<file path="config.mk">
export PLATFORM = sky130hd
export DESIGN_NAME = sram22_rr_port_arbiter
export DESIGN_NICKNAME = d
export VERILOG_FILES = /design/src/rtl/sram22_rr_port_arbiter.sv
export SDC_FILE = /design/constraint.sdc
export NUM_CORES = 1
export LEC_CHECK = 0
export CAP_MARGIN = 25
export CORE_ASPECT_RATIO = 0.6
export CORE_MARGIN = 2
export CORE_UTILIZATION = 27
export CTS_BUF_LIST = sky130_fd_sc_hd__clkbuf_4 sky130_fd_sc_hd__clkbuf_8
export CTS_CLUSTER_DIAMETER = 60
export DETAILED_ROUTE_END_ITERATION = 8
export PLACE_DENSITY = 0.9
export SYNTH_ARGS = -nofsm -noshare
export SYNTH_HDL_FRONTEND = slang
export SYNTH_SLANG_ARGS = --single-unit
</file>
<file path="constraint.sdc">
create_clock -name clk -period 2.48 [get_ports clk]
set_clock_uncertainty 0.1 [all_clocks]
set_input_delay 0.372 -clock clk [delete_from_list [all_inputs] [get_ports clk]]
set_output_delay 0.372 -clock clk [all_outputs]
set_load 0.02 [all_outputs]
</file>
<file path="src/rtl/sram22_rr_port_arbiter.sv">
// Round-robin arbiter sharing one single-port sram22 macro between NUM_REQ requesters,
// with an optional post-reset zero-fill of the array.
module sram22_rr_port_arbiter #(
    parameter int DATA_WIDTH     = 32,
    parameter int ADDR_WIDTH     = 9,
    parameter int WMASK_WIDTH    = 1,
    parameter int NUM_REQ        = 2,
    parameter int CLEAR_ON_RESET = 1
) (
    input  logic                             clk,
    input  logic                             rst,
    input  logic [NUM_REQ-1:0]               req_valid,
    output logic [NUM_REQ-1:0]               req_ready,
    input  logic [NUM_REQ-1:0]               req_we,
    input  logic [NUM_REQ*ADDR_WIDTH-1:0]    req_addr,
    input  logic [NUM_REQ*DATA_WIDTH-1:0]    req_wdata,
    output logic [NUM_REQ-1:0]               rsp_valid,
    output logic [DATA_WIDTH-1:0]            rsp_rdata,
    output logic                             init_done,
    output logic                             sram_we,
    output logic [WMASK_WIDTH-1:0]           sram_wmask,
    output logic [ADDR_WIDTH-1:0]            sram_addr,
    output logic [DATA_WIDTH-1:0]            sram_din,
    input  logic [DATA_WIDTH-1:0]            sram_dout
);

    localparam int PTR_W = (NUM_REQ > 1) ? $clog2(NUM_REQ) : 1;
    localparam logic [ADDR_WIDTH-1:0] LAST_ADDR = '1;

    typedef enum logic {
        ST_CLEAR,
        ST_RUN
    } state_t;

    state_t                  state_q, state_d;
    logic [ADDR_WIDTH-1:0]   clr_cnt_q, clr_cnt_d;
    logic [PTR_W-1:0]        rr_ptr_q, rr_ptr_d;
    logic [NUM_REQ-1:0]      rsp_valid_q, rsp_valid_d;
    logic                    init_done_q, init_done_d;

    logic [2*NUM_REQ-1:0]    valid_rot;
    logic [NUM_REQ-1:0]      grant;
    logic                    grant_any;
    int unsigned             grant_off;
    int unsigned             grant_pos;
    int unsigned             next_pos;

    // Rotate the valid vector so bit 0 is the requester the pointer favours,
    // pick the first set bit, then map the offset back to a requester index.
    always_comb begin
        valid_rot = {req_valid, req_valid} >> rr_ptr_q;
        grant_any = 1'b0;
        grant_off = 0;
        grant     = '0;
        for (int off = 0; off < NUM_REQ; off++) begin
            if (!grant_any && valid_rot[off]) begin
                grant_any = 1'b1;
                grant_off = off;
            end
        end
        grant_pos = int'(rr_ptr_q) + grant_off;
        if (grant_pos >= NUM_REQ) begin
            grant_pos = grant_pos - NUM_REQ;
        end
        next_pos = grant_pos + 1;
        if (next_pos >= NUM_REQ) begin
            next_pos = 0;
        end
        for (int i = 0; i < NUM_REQ; i++) begin
            if (grant_any && (grant_pos == i)) begin
                grant[i] = 1'b1;
            end
        end
    end

    always_comb begin
        state_d     = state_q;
        clr_cnt_d   = clr_cnt_q;
        rr_ptr_d    = rr_ptr_q;
        rsp_valid_d = '0;
        init_done_d = init_done_q;
        req_ready   = '0;
        sram_we     = 1'b0;
        sram_wmask  = '1;
        sram_addr   = '0;
        sram_din    = '0;

        case (state_q)
            ST_CLEAR: begin
                sram_we   = 1'b1;
                sram_addr = clr_cnt_q;
                clr_cnt_d = clr_cnt_q + ADDR_WIDTH'(1);
                if (clr_cnt_q == LAST_ADDR) begin
                    state_d     = ST_RUN;
                    init_done_d = 1'b1;
                end
            end
            ST_RUN: begin
                req_ready = grant;
                for (int i = 0; i < NUM_REQ; i++) begin
                    if (grant[i]) begin
                        sram_we   = req_we[i];
                        sram_addr = req_addr[i*ADDR_WIDTH +: ADDR_WIDTH];
                        sram_din  = req_wdata[i*DATA_WIDTH +: DATA_WIDTH];
                    end
                end
                if (grant_any) begin
                    rr_ptr_d    = PTR_W'(next_pos);
                    rsp_valid_d = grant & ~req_we;
                end
            end
            default: begin
                state_d = ST_CLEAR;
            end
        endcase

        // Nothing may reach the macro or a requester while reset is held.
        if (rst) begin
            req_ready = '0;
            sram_we   = 1'b0;
        end
    end

    always_ff @(posedge clk) begin
        if (rst) begin
            state_q     <= (CLEAR_ON_RESET != 0) ? ST_CLEAR : ST_RUN;
            clr_cnt_q   <= '0;
            rr_ptr_q    <= '0;
            rsp_valid_q <= '0;
            init_done_q <= (CLEAR_ON_RESET == 0);
        end else begin
            state_q     <= state_d;
            clr_cnt_q   <= clr_cnt_d;
            rr_ptr_q    <= rr_ptr_d;
            rsp_valid_q <= rsp_valid_d;
            init_done_q <= init_done_d;
        end
    end

    // A response still in flight when reset rises is dropped, never shown.
    assign rsp_valid = rst ? '0 : rsp_valid_q;
    assign rsp_rdata = sram_dout;
    assign init_done = init_done_q;

endmodule
</file>
==> summary.md, run 1 <==
| Metric | Value |
|---|---|
| HPWL after detailed placement | 4440 µm |
| Clk sinks | 14 |
| Clock root cell | clkbuf_8 |
| TritonCTS buffer count | 3 |
| Combinational Power Share | around 30% |
| Required time worst endpoint | 2010 ps |
| Area used by multi-input combinational logic | just over 800 µm² |
| Reg2Reg Depth | 4 |
| Ratio of cells with drive above 1 in the final layout | between 7 and 8% |
| Worst path cell trace | nand2_1 -> nor2b_4 -> buf_12 -> a22o_1 -> dlygate4sd2_1 |
| H-tree depth | 1 |
| Routed wire length | 6080 µm |
| Hold EP | init_done$_SDFFE_PP0P_ |
| Largest net degree at the start of global routing | 24 |
| Fin crit period | 2320 ps |
| P&R area growth vs syn | 86.5% |
| DR WL/cell | 18.0 µm |
| Dpl ws | -298 ps |
| Post-Syn Area | 1400 µm² |
| Synth area leaders | a22o_1 20%, dfxtp_1 20%, buf_4 18%, a221o_1 6.4%, nor2b_1 6.2% |
| Power per cell area | 248 nW/µm² |
| Initial Utilization | 27.9% |
| Register area | 280 µm² |
| Syn avg cell area | 8.26 µm² |
| Total Routing Usage GR | 19.1% |
| Number of port buffers | around 130 |
| CP startpoint kind | register |
| Synth Instances | 170 |
| CTS tree | built |
| Core area | 5030 µm² |
| Yosys cell types | 34 |
| Vias in the first global route | 1593 |
| Post-CTS Setup Repair Bufs | 0 |
| Post-DP Area | 2580 µm² |
| Asr flop ratio synth | 0% |
| EDFF count, synth | 0 |
| Total grt overflow | 0 |
| Synth area leader | a22o_1 |
| Static Leak | between 1 and 1.5 nW |
| Int Pwr | 0.509 mW |
| Final Hold Viols | 0 |
| DRC viols | 0 |
| R2R Path End | clr_cnt_q[6]$_SDFFE_PP0N_ |
| IO Count | 200 |
| Post-route insts no fill | 337 |
| Clk slew on worst S/H paths | 60 ps |
| Synth top area share | 20.0% |
| Placed insts | between 300 and 400 |
| Max FO, Critical Path | 23 |
| Switching pwr | 0.140 mW |
| Clk pwr share | 34.4% |
| Top FF cell, synth | dfxtp_1 |
| Row Count | 20 |
| First-pass GRT wire length | 8780 µm |
| Fin worst setup slack | 160 ps |
| Register-to-register setup slack | 790 ps |
| Synth Register Bits | 14 |
| N_diodes | 0 |
| Final setup violation count | 0 |
| Setup total negative slack | 0 ps |
| CP Capture Type | output pin |
| FMAX | 431 MHz |
| Routability cong. | 0.851 |
| Nets | 394 |
| Sequential area share after synthesis | roughly 20% |
| Routed Antenna Nets | 0 |
| Final Cycle Share | 93.6% |
| Worst min path class | reg2reg |
| Initial antenna violation count | 0 |
| Max-slew violation count | 0 |
| Hold Crit Start | init_done$_SDFFE_PP0P_ |
| Worst-skew pair later-pin latency | 240 ps |
| Sw frac | 21.6% |
| Final Cell Area | about 2600 µm² |
| Fillcell total | 476 |
| Sequential power share | 36.3% |
| TritonRoute pass-1 iters | 4 |
| Status | finished clean |
| Slowest cell on the critical path | dfxtp_1 |
| Critical setup path kind | reg2out |
| Worst path arrival time | 1850 ps |
| Iteration-0 DRC Markers | 50 |
| Synth warnings | 0 |
| Syn Nets | 292 |
| Die footprint | 5810 µm² |
| Via Count | 1700 |
| Die Span X | 97.1 µm |
| Max incr delay on CP | 520 ps |
| Hold depth | 2 |
| RSZ-0062 raised after global routing | no |
| VDD IR max | 166 µV |
| Detail-routed via count per cell | 5.04 |
| Die H | 59.9 µm |
| RR Startpoint | state_q$_SDFF_PP0_ |
| Max-cap violations | 0 |
| CTS max path bufs | 2 |
[synth_stat cells, drive strengths merged (2+ instances only)]
| library cell | count |
|---|---|
| clkbuf | 3 |
| nand3 | 4 |
| nand2b | 2 |
| ha | 2 |
| a221o | 9 |
| nand4b | 3 |
| dfxtp | 14 |
| nand2 | 3 |
| mux2i | 2 |
| buf | 44 |
| nor3 | 2 |
| nor2 | 14 |
| nor2b | 14 |
| inv | 2 |
| a22o | 32 |
| xnor2 | 2 |
| a21oi | 5 |
[worst max-delay path by stage]
stage                        end             startpoint  cells after the start
finish              sram_din[20]     state_q$_SDFF_PP0_                      5
detailed placement  sram_din[20]           req_valid[1]                      5
global placement    sram_din[11]           req_valid[1]                      5
floorplan           req_ready[1]  rr_ptr_q$_SDFFE_PP0N_                      5
global route        sram_din[18]     state_q$_SDFF_PP0_                      5
CTS                 sram_addr[5]           req_valid[1]                      5
[power by group through the flow]
stage	clock, mW	sequential, mW	combinational (mW)
after floorplan	0	0.239	0.108
after global placement	0	0.240	0.192
after detailed placement	0	0.241	0.192
after CTS	0.227	0.236	0.191
after global routing	0.243	0.236	0.202
final	0.223	0.236	0.190
[kinds of logic after synthesis]
logic type	share of synthesized area [%]
simple gates	19.8
compound gates	29.6
flops	20.0
xor+xnor	1.87
mux	2.23
fa+ha+maj	1.78
buf+inv	24.5
other cells	0.267
[flip-flops by register name, summed over array words and instances (netlist names)]
| register | count |
|---|---|
| clr_cnt_q | 9 |
| rsp_valid_q | 2 |
| state_q | 1 |
| rr_ptr_q | 1 |
| init_done | 1 |
[per-stage QoR]
step	util (%)	power [mW]	hold WS, ps
floorplan	-	0.346	348
detailed placement	51.2	0.432	367
finish	52.0	0.649	396
global route	52.0	0.681	422
global placement	51.2	0.432	371
CTS	51.7	0.653	398
[critical path, delay by kind of cell (launching register included)]
family                 cells  cell delay, ps
buffers and inverters      2             540
DFF                        1             520
and+or+nand+nor            2             400
AOI/OAI and AO/OA          1             150
[placed cells by master, fill, tap and decap left out, types with 3 or more instances in the layout]
cell,count
nand4b_1,3
dlymetal6s2s_1,3
a21oi_1,5
clkbuf_8,4
a221o_1,9
clkdlybuf4s50_1,88
a22o_1,32
nor2b_1,13
nand3_1,4
buf_4,5
dlygate4sd2_1,41
dfxtp_1,14
nor2_1,14
and3_4,3
[cell type report]
class                   instances  share of cell area, %
clock buffers                   4                   2.10
inverters                       2                  0.287
multi-input cells             110                   31.2
flip-flops and latches         14                   10.7
well taps                      66                   3.15
repair buffers                141                   52.5
[repair_timing]
item | 4_1_cts | 5_1_grt
cloned | 2 | 1
endpoints found under the setup margin | 42 | 11
endpoints found under the hold margin | 0 | 0
hold buffers | 0 | 0
gates resized for setup | 45 | 5
[layer usage]
layer / up-vias / global-route usage, % / share of wire, %
met1: 789 / 26.8 / 47
met4: 0 / 2.82 / 0.43
met2: 107 / 28.9 / 42
li1: 796 / - / -
met3: 8 / 6.55 / 10
met5: - / 0 / 0
(Power assumes the default switching activity.)
==> run 2, diff against run 1 <==
--- a/config.mk
+++ b/config.mk
@@ -5,7 +5,7 @@
 export SDC_FILE = /design/constraint.sdc
 export NUM_CORES = 1
 export LEC_CHECK = 0
-export CAP_MARGIN = 25
+export CAP_MARGIN = 20
 export CORE_ASPECT_RATIO = 0.6
 export CORE_MARGIN = 2
 export CORE_UTILIZATION = 27
@@ -13,6 +13,7 @@
 export CTS_CLUSTER_DIAMETER = 60
 export DETAILED_ROUTE_END_ITERATION = 8
 export PLACE_DENSITY = 0.9
+export SETUP_SLACK_MARGIN = 0.3
 export SYNTH_ARGS = -nofsm -noshare
 export SYNTH_HDL_FRONTEND = slang
 export SYNTH_SLANG_ARGS = --single-unit
==> run 2 against run 1 <==
  * Fmax grew 8.4%
  * Design area shrank 1.1%
  * Core utilization shrank 0.57 points
  * Die area is the same
  * Flip-flop and latch count is the same
  * Via count grew 0.53%
  * Final cell count grew 0.89%
  * Clock-buffer cell count is the same
  * Clock power is essentially flat
  * Setup slack gained 180 ps
==> summary.md, run 2 (synthesis gave the netlist of run 1 again) <==
| Metric | Value |
|---|---|
| Sequential power share | 36.3% |
| Worst min path class | reg2reg |
| CTS hold repair buffers | 0 |
| CTS max path bufs | 2 |
| IO Count | 200 |
| Iteration-0 DRC Markers | 47 |
| Row Count | 20 |
| Final Cycle Share | 86.3% |
| Reg2Reg Depth | 4 |
| Int Pwr | 0.507 mW |
| TritonRoute pass-1 iters | 4 |
| Total grt overflow | 0 |
| Routability cong. | 0.851 |
| CP endpoint | sram_addr[0] |
| Via Count | 1709 |
| Commonest non-fill, non-tap cell in the layout | clkdlybuf4s50_1 |
| Initial Utilization | 27.9% |
| Die footprint | between 5000 and 6000 µm² |
| Critical setup path kind | in2out |
| Biggest regs | clr_cnt_q x9, rsp_valid_q x2 |
| TritonCTS buffer count | 3 |
| Switching pwr | roughly 0.14 mW |
| Core area | roughly 5000 µm² |
| DRC viols | 0 |
| P&R area growth vs syn | 84.4% |
| Number of port buffers | about 130 |
| Status | finished clean |
| Max-slew violation count | 0 |
| CP Capture Type | output pin |
| Register area | 285 µm² |
| Fillcell total | 467 |
| H-tree depth | 1 |
| Worst path arrival time | 1670 ps |
| FMAX | 467 MHz |
| CTS tree | built |
| N_diodes | 0 |
| Fin crit period | between 2000 and 2500 ps |
| Routed Antenna Nets | 0 |
| Post-route insts no fill | 340 |
| Max FO, Critical Path | 20 |
| Static Leak | 1.07 nW |
| Biggest register | clr_cnt_q |
| Hold WS | 402 ps |
| Ratio of cells with drive above 1 in the final layout | 17.9% |
| RR Startpoint | state_q$_SDFF_PP0_ |
| Final core utilization | about half |
| Final setup violation count | 0 |
| Final Hold Viols | 0 |
| Sw frac | a little over a fifth |
| Required time worst endpoint | 2010 ps |
| CP startpoint kind | input pin |
| Nets | 397 |
| Clk pwr share | 34.3% |
| Total Routing Usage GR | about a fifth |
| Largest net degree at the start of global routing | 24 |
| Initial antenna violation count | 0 |
| Worst-skew pair later-pin latency | between 200 and 250 ps |
| Clk slew on worst S/H paths | 60 ps |
| RSZ-0062 raised after global routing | yes |
| Clk sinks | 14 |
| VDD IR max | 165 µV |
| Detail-routed via count per cell | a little over 5 |
| Routed wire length | 6230 µm |
| Placed insts | 330 |
| Area used by multi-input combinational logic | 845 µm² |
| Crit path from | req_valid[1] |
| HPWL after detailed placement | 4440 µm |
| Max-cap violations | 0 |
| Die H | 59.9 µm |
| DR WL/cell | 18.3 µm |
| Power per cell area | approximately 250 nW/µm² |
| Combinational Power Share | 29.4% |
| R2R Path End | clr_cnt_q[6]$_SDFFE_PP0N_ |
| Design Power | ~0.65 mW |
| Register-to-register setup slack | 950 ps |
| Clock root cell | clkbuf_8 |
| Most frequent cells in the layout | 87 x clkdlybuf4s50_1, 32 x a22o_1, 20 x clkbuf_2, 18 x clkdlybuf4s15_1, 14 x nor2_1 |
| Max FFs per register | 9 |
| First-pass GRT wire length | 9170 µm |
| Die Span X | 97.1 µm |
| Vias in the first global route | 1648 |
## run 2: layout make-up
cell class	count	share of cell area, %
timing repair buffer	141	50.7
multi-input combinational	113	32.6
sequential	14	11.0
tap	66	3.19
clock buffer	4	2.13
inverter	2	0.290
## run 2: through the flow
stage / cell area, µm² / TNS (ps) / setup slack (ps)
3_3_place_gp: 2580 / -8590 / -251
4_1_cts: 2670 / 0 / 322
6_report: 2590 / 0 / 339
5_1_grt: 2590 / 0 / 283
2_1_floorplan: 1400 / 0 / 747
3_5_place_dp: 2580 / -10790 / -298
## run 2: worst max-delay path, stage by stage
cell and delay (ps):
dlygate4sd2_1 300, nand2_1 150, nor2b_4 210, buf_12 170, a221o_1 140, clkdlybuf4s15_1 310
## run 2: routing by layer
layer  up-vias  part of all wire [%]  track usage, %
met5         -                     0               0
met4         0                     0            2.82
met3         0                   8.9            6.78
met2        91                    43            30.5
met1       810                    48            28.2
li1        808                     -               -
## run 2: how the worst min path moves through the flow
stage,startpoint,to,depth (start not counted)
2_1_floorplan,req_we[1],rsp_valid_q[1]$_SDFF_PP0_,1
3_3_place_gp,init_done$_SDFFE_PP0P_,init_done$_SDFFE_PP0P_,2
3_5_place_dp,init_done$_SDFFE_PP0P_,init_done$_SDFFE_PP0P_,2
4_1_cts,init_done$_SDFFE_PP0P_,init_done$_SDFFE_PP0P_,2
5_1_grt,rr_ptr_q$_SDFFE_PP0N_,rr_ptr_q$_SDFFE_PP0N_,2
6_report,init_done$_SDFFE_PP0P_,init_done$_SDFFE_PP0P_,2
## run 2: power groups by stage
stage | combinational (mW) | sequential (mW) | clock [mW]
6_report | 0.190 | 0.235 | 0.222
5_1_grt | 0.201 | 0.235 | 0.243
3_5_place_dp | 0.192 | 0.241 | 0
4_1_cts | 0.192 | 0.234 | 0.227
2_1_floorplan | 0.108 | 0.239 | 0
3_3_place_gp | 0.192 | 0.240 | 0
## run 2: timing repair
action | in CTS | in global routing
endpoints found under the setup margin | 46 | 39
gates resized for setup | 78 | 45
setup buffers | 0 | 0
cloned | 6 | 0
endpoints found under the hold margin | 0 | 0
==> variant: new RTL, config.mk and constraints of run 2 <==
Reset style: asynchronous (`rst`), changed in one clocked block.
--- a/src/rtl/sram22_rr_port_arbiter.sv
+++ b/src/rtl/sram22_rr_port_arbiter.sv
@@ -121,7 +121,7 @@
         end
     end
 
-    always_ff @(posedge clk) begin
+    always_ff @(posedge clk or posedge rst) begin
         if (rst) begin
             state_q     <= (CLEAR_ON_RESET != 0) ? ST_CLEAR : ST_RUN;
             clr_cnt_q   <= '0;
Function: differs if rst is asserted again (counterexample within 4 cycles, from zero or initial values and one cycle with rst high); with rst held inactive, the same outputs for 10 cycles.
==> variant against run 2 <==
- die area decreased by 2.0%
- final area decreased by 4.0%
- sequential share of layout area increased by 3.1 points
- total power decreased by 13%
- routed wire length decreased by 19%
- hold slack got worse by 0.029 ns
- critical path depth decreased by 1
- synthesized area decreased by 2.1%
- worst setup slack improved by 0.0084 ns
- sequential cell count unchanged
==> variant: results (changes against run 2) <==
final net count 378 (was 397); largest cells by area after synthesis dfrtp_1, a22o_1, buf_4, a221o_1, nor2b_1 (was a22o_1, dfxtp_1, buf_4, a221o_1, nor2b_1); crit-path leading delay family flip-flops (was buffers and inverters); Hold WS 0.373 ns (was 0.402 ns); RR Endpoint clr_cnt_q[8] (was clr_cnt_q[6]); total number of vias 1551 (was 1709); worst vdd ir 320 µV (was 165 µV); antenna cells 0 (unchanged); first-pass GRT wire length 7300 µm (was 9170 µm); R2R depth 5 (was 4); Psw 0.105 mW (was 0.140 mW); Initial DRT Pass Iterations 5 (was 4); library cells used by synthesis 26 (was 34); Post-Syn Area 1370 µm² (was 1400 µm²); DP Cell Count 316 (was 330); synth warn 0 (unchanged); Endpoint, Worst Hold init_done (unchanged); HP Start init_done (unchanged); fraction of layout cells with a size suffix above 1 23.6% (was 17.9%); leak pwr 1.12 nW (was 1.07 nW); vias in the first global route 1379 (was 1648); crit path to sram_addr[1] (was sram_addr[0]); Starting DRT DRC Count 39 (was 47); instance count of the mapped netlist 152 (was 170); final wirelength 5050 µm (was 6230 µm); top_reg_cell synth dfrtp_1 (was dfxtp_1); register area share after synthesis 25.5% (was 20.0%); status finished, final reports clean (unchanged); setup slack, reg-to-reg 0.96 ns; pin count of the biggest net entering global routing 25 (was 24); Max Clk Rate 469 MHz (was 467 MHz); Tightest Hold Check Type register to register (unchanged); detailed placement HPWL 4090 µm (was 4440 µm); Critical path origin rr_ptr_q (was req_valid[1]); async set-reset flop share out of synthesis 100% (was 0%); GRT Overall Usage 16.5% (was 20.0%); Slowest-stage cell, CP dfrtp_1 (was clkdlybuf4s15_1); WL/cell 15.8 µm (was 18.3 µm); Hold Path Depth 1 (was 2); Arr. time, crit path 1.66 ns; Num CTS Buffers 3 (unchanged); FILL cells 457 (was 467); top cells by instance count after synthesis buf_4, a22o_1, dfrtp_1, nor2b_1, a221o_1 (was buf_4, a22o_1, dfxtp_1, nor2_1, nor2b_1); critical path's largest stage delay 0.40 ns (was 0.31 ns); Cell Area, Placed 2570 µm² (was 2580 µm²); GP Congestion 0.801 (was 0.851); Post-Place Setup Slack -0.256 ns (was -0.298 ns); critical path peak fanout 24 (was 20); net count after synthesis 274 (was 292); worst r2r src clr_cnt_q[0] (was state_q)
[variant: repair_timing]
| action | 4_1_cts | 5_1_grt |
|---|---|---|
| setup endpoints to repair | 44 | 43 |
| buffers inserted | 0 | 1 |
| pin swaps | 0 | 2 |
| endpoints found under the hold margin | 0 | 0 |
| gates resized for setup | 115 | 29 |
[variant: cell type report]
cell class / count / area (µm²) / share of cell area, %
clock buffer: 3 / 41.3 / 1.66
inverter: 2 / 7.51 / 0.302
multi-input combinational: 91 / 714 / 28.7
sequential: 14 / 350 / 14.1
tap: 66 / 82.6 / 3.32
timing repair buffer: 144 / 1290 / 51.9
[variant: routing by layer]
metal  track usage, %  vias to the layer above  part of all wire (%)
met3             7.76                        2                    13
met1             21.8                      738                    42
met5                0                        -                     0
met2             25.6                       82                    45
met4             1.84                        0                  0.16
li1                 -                      729                     -
[variant: worst register-to-register path, stage by stage, from the launching register on]
cell	delay, ns
dfrtp_1	0.41
ha_1	0.24
nand3_1	0.09
nor2_1	0.05
ha_1	0.26
mux2_2	0.26
[variant: cells by family (layout without fill, tap and decap cells)]
group | Yosys count | after routing | synth area share (%)
AND/OR/NAND/NOR | 33 | 33 | 13.7
adder cells (fa/ha/maj) | 2 | 2 | 1.82
multiplexers | 2 | 2 | 1.64
XOR/XNOR | 7 | 7 | 4.46
other | 1 | 1 | 0.273
AO/OA/AOI/OAI | 46 | 46 | 29.1
flip-flops | 14 | 14 | 25.5
buffers and inverters | 47 | 149 | 23.5
[variant: power by group through the flow]
stage | combinational (mW) | sequential [mW] | clock [mW]
2_1_floorplan | 0.0848 | 0.233 | 0
3_3_place_gp | 0.157 | 0.233 | 0
3_5_place_dp | 0.158 | 0.233 | 0
4_1_cts | 0.157 | 0.229 | 0.184
5_1_grt | 0.168 | 0.228 | 0.199
6_report | 0.157 | 0.229 | 0.178
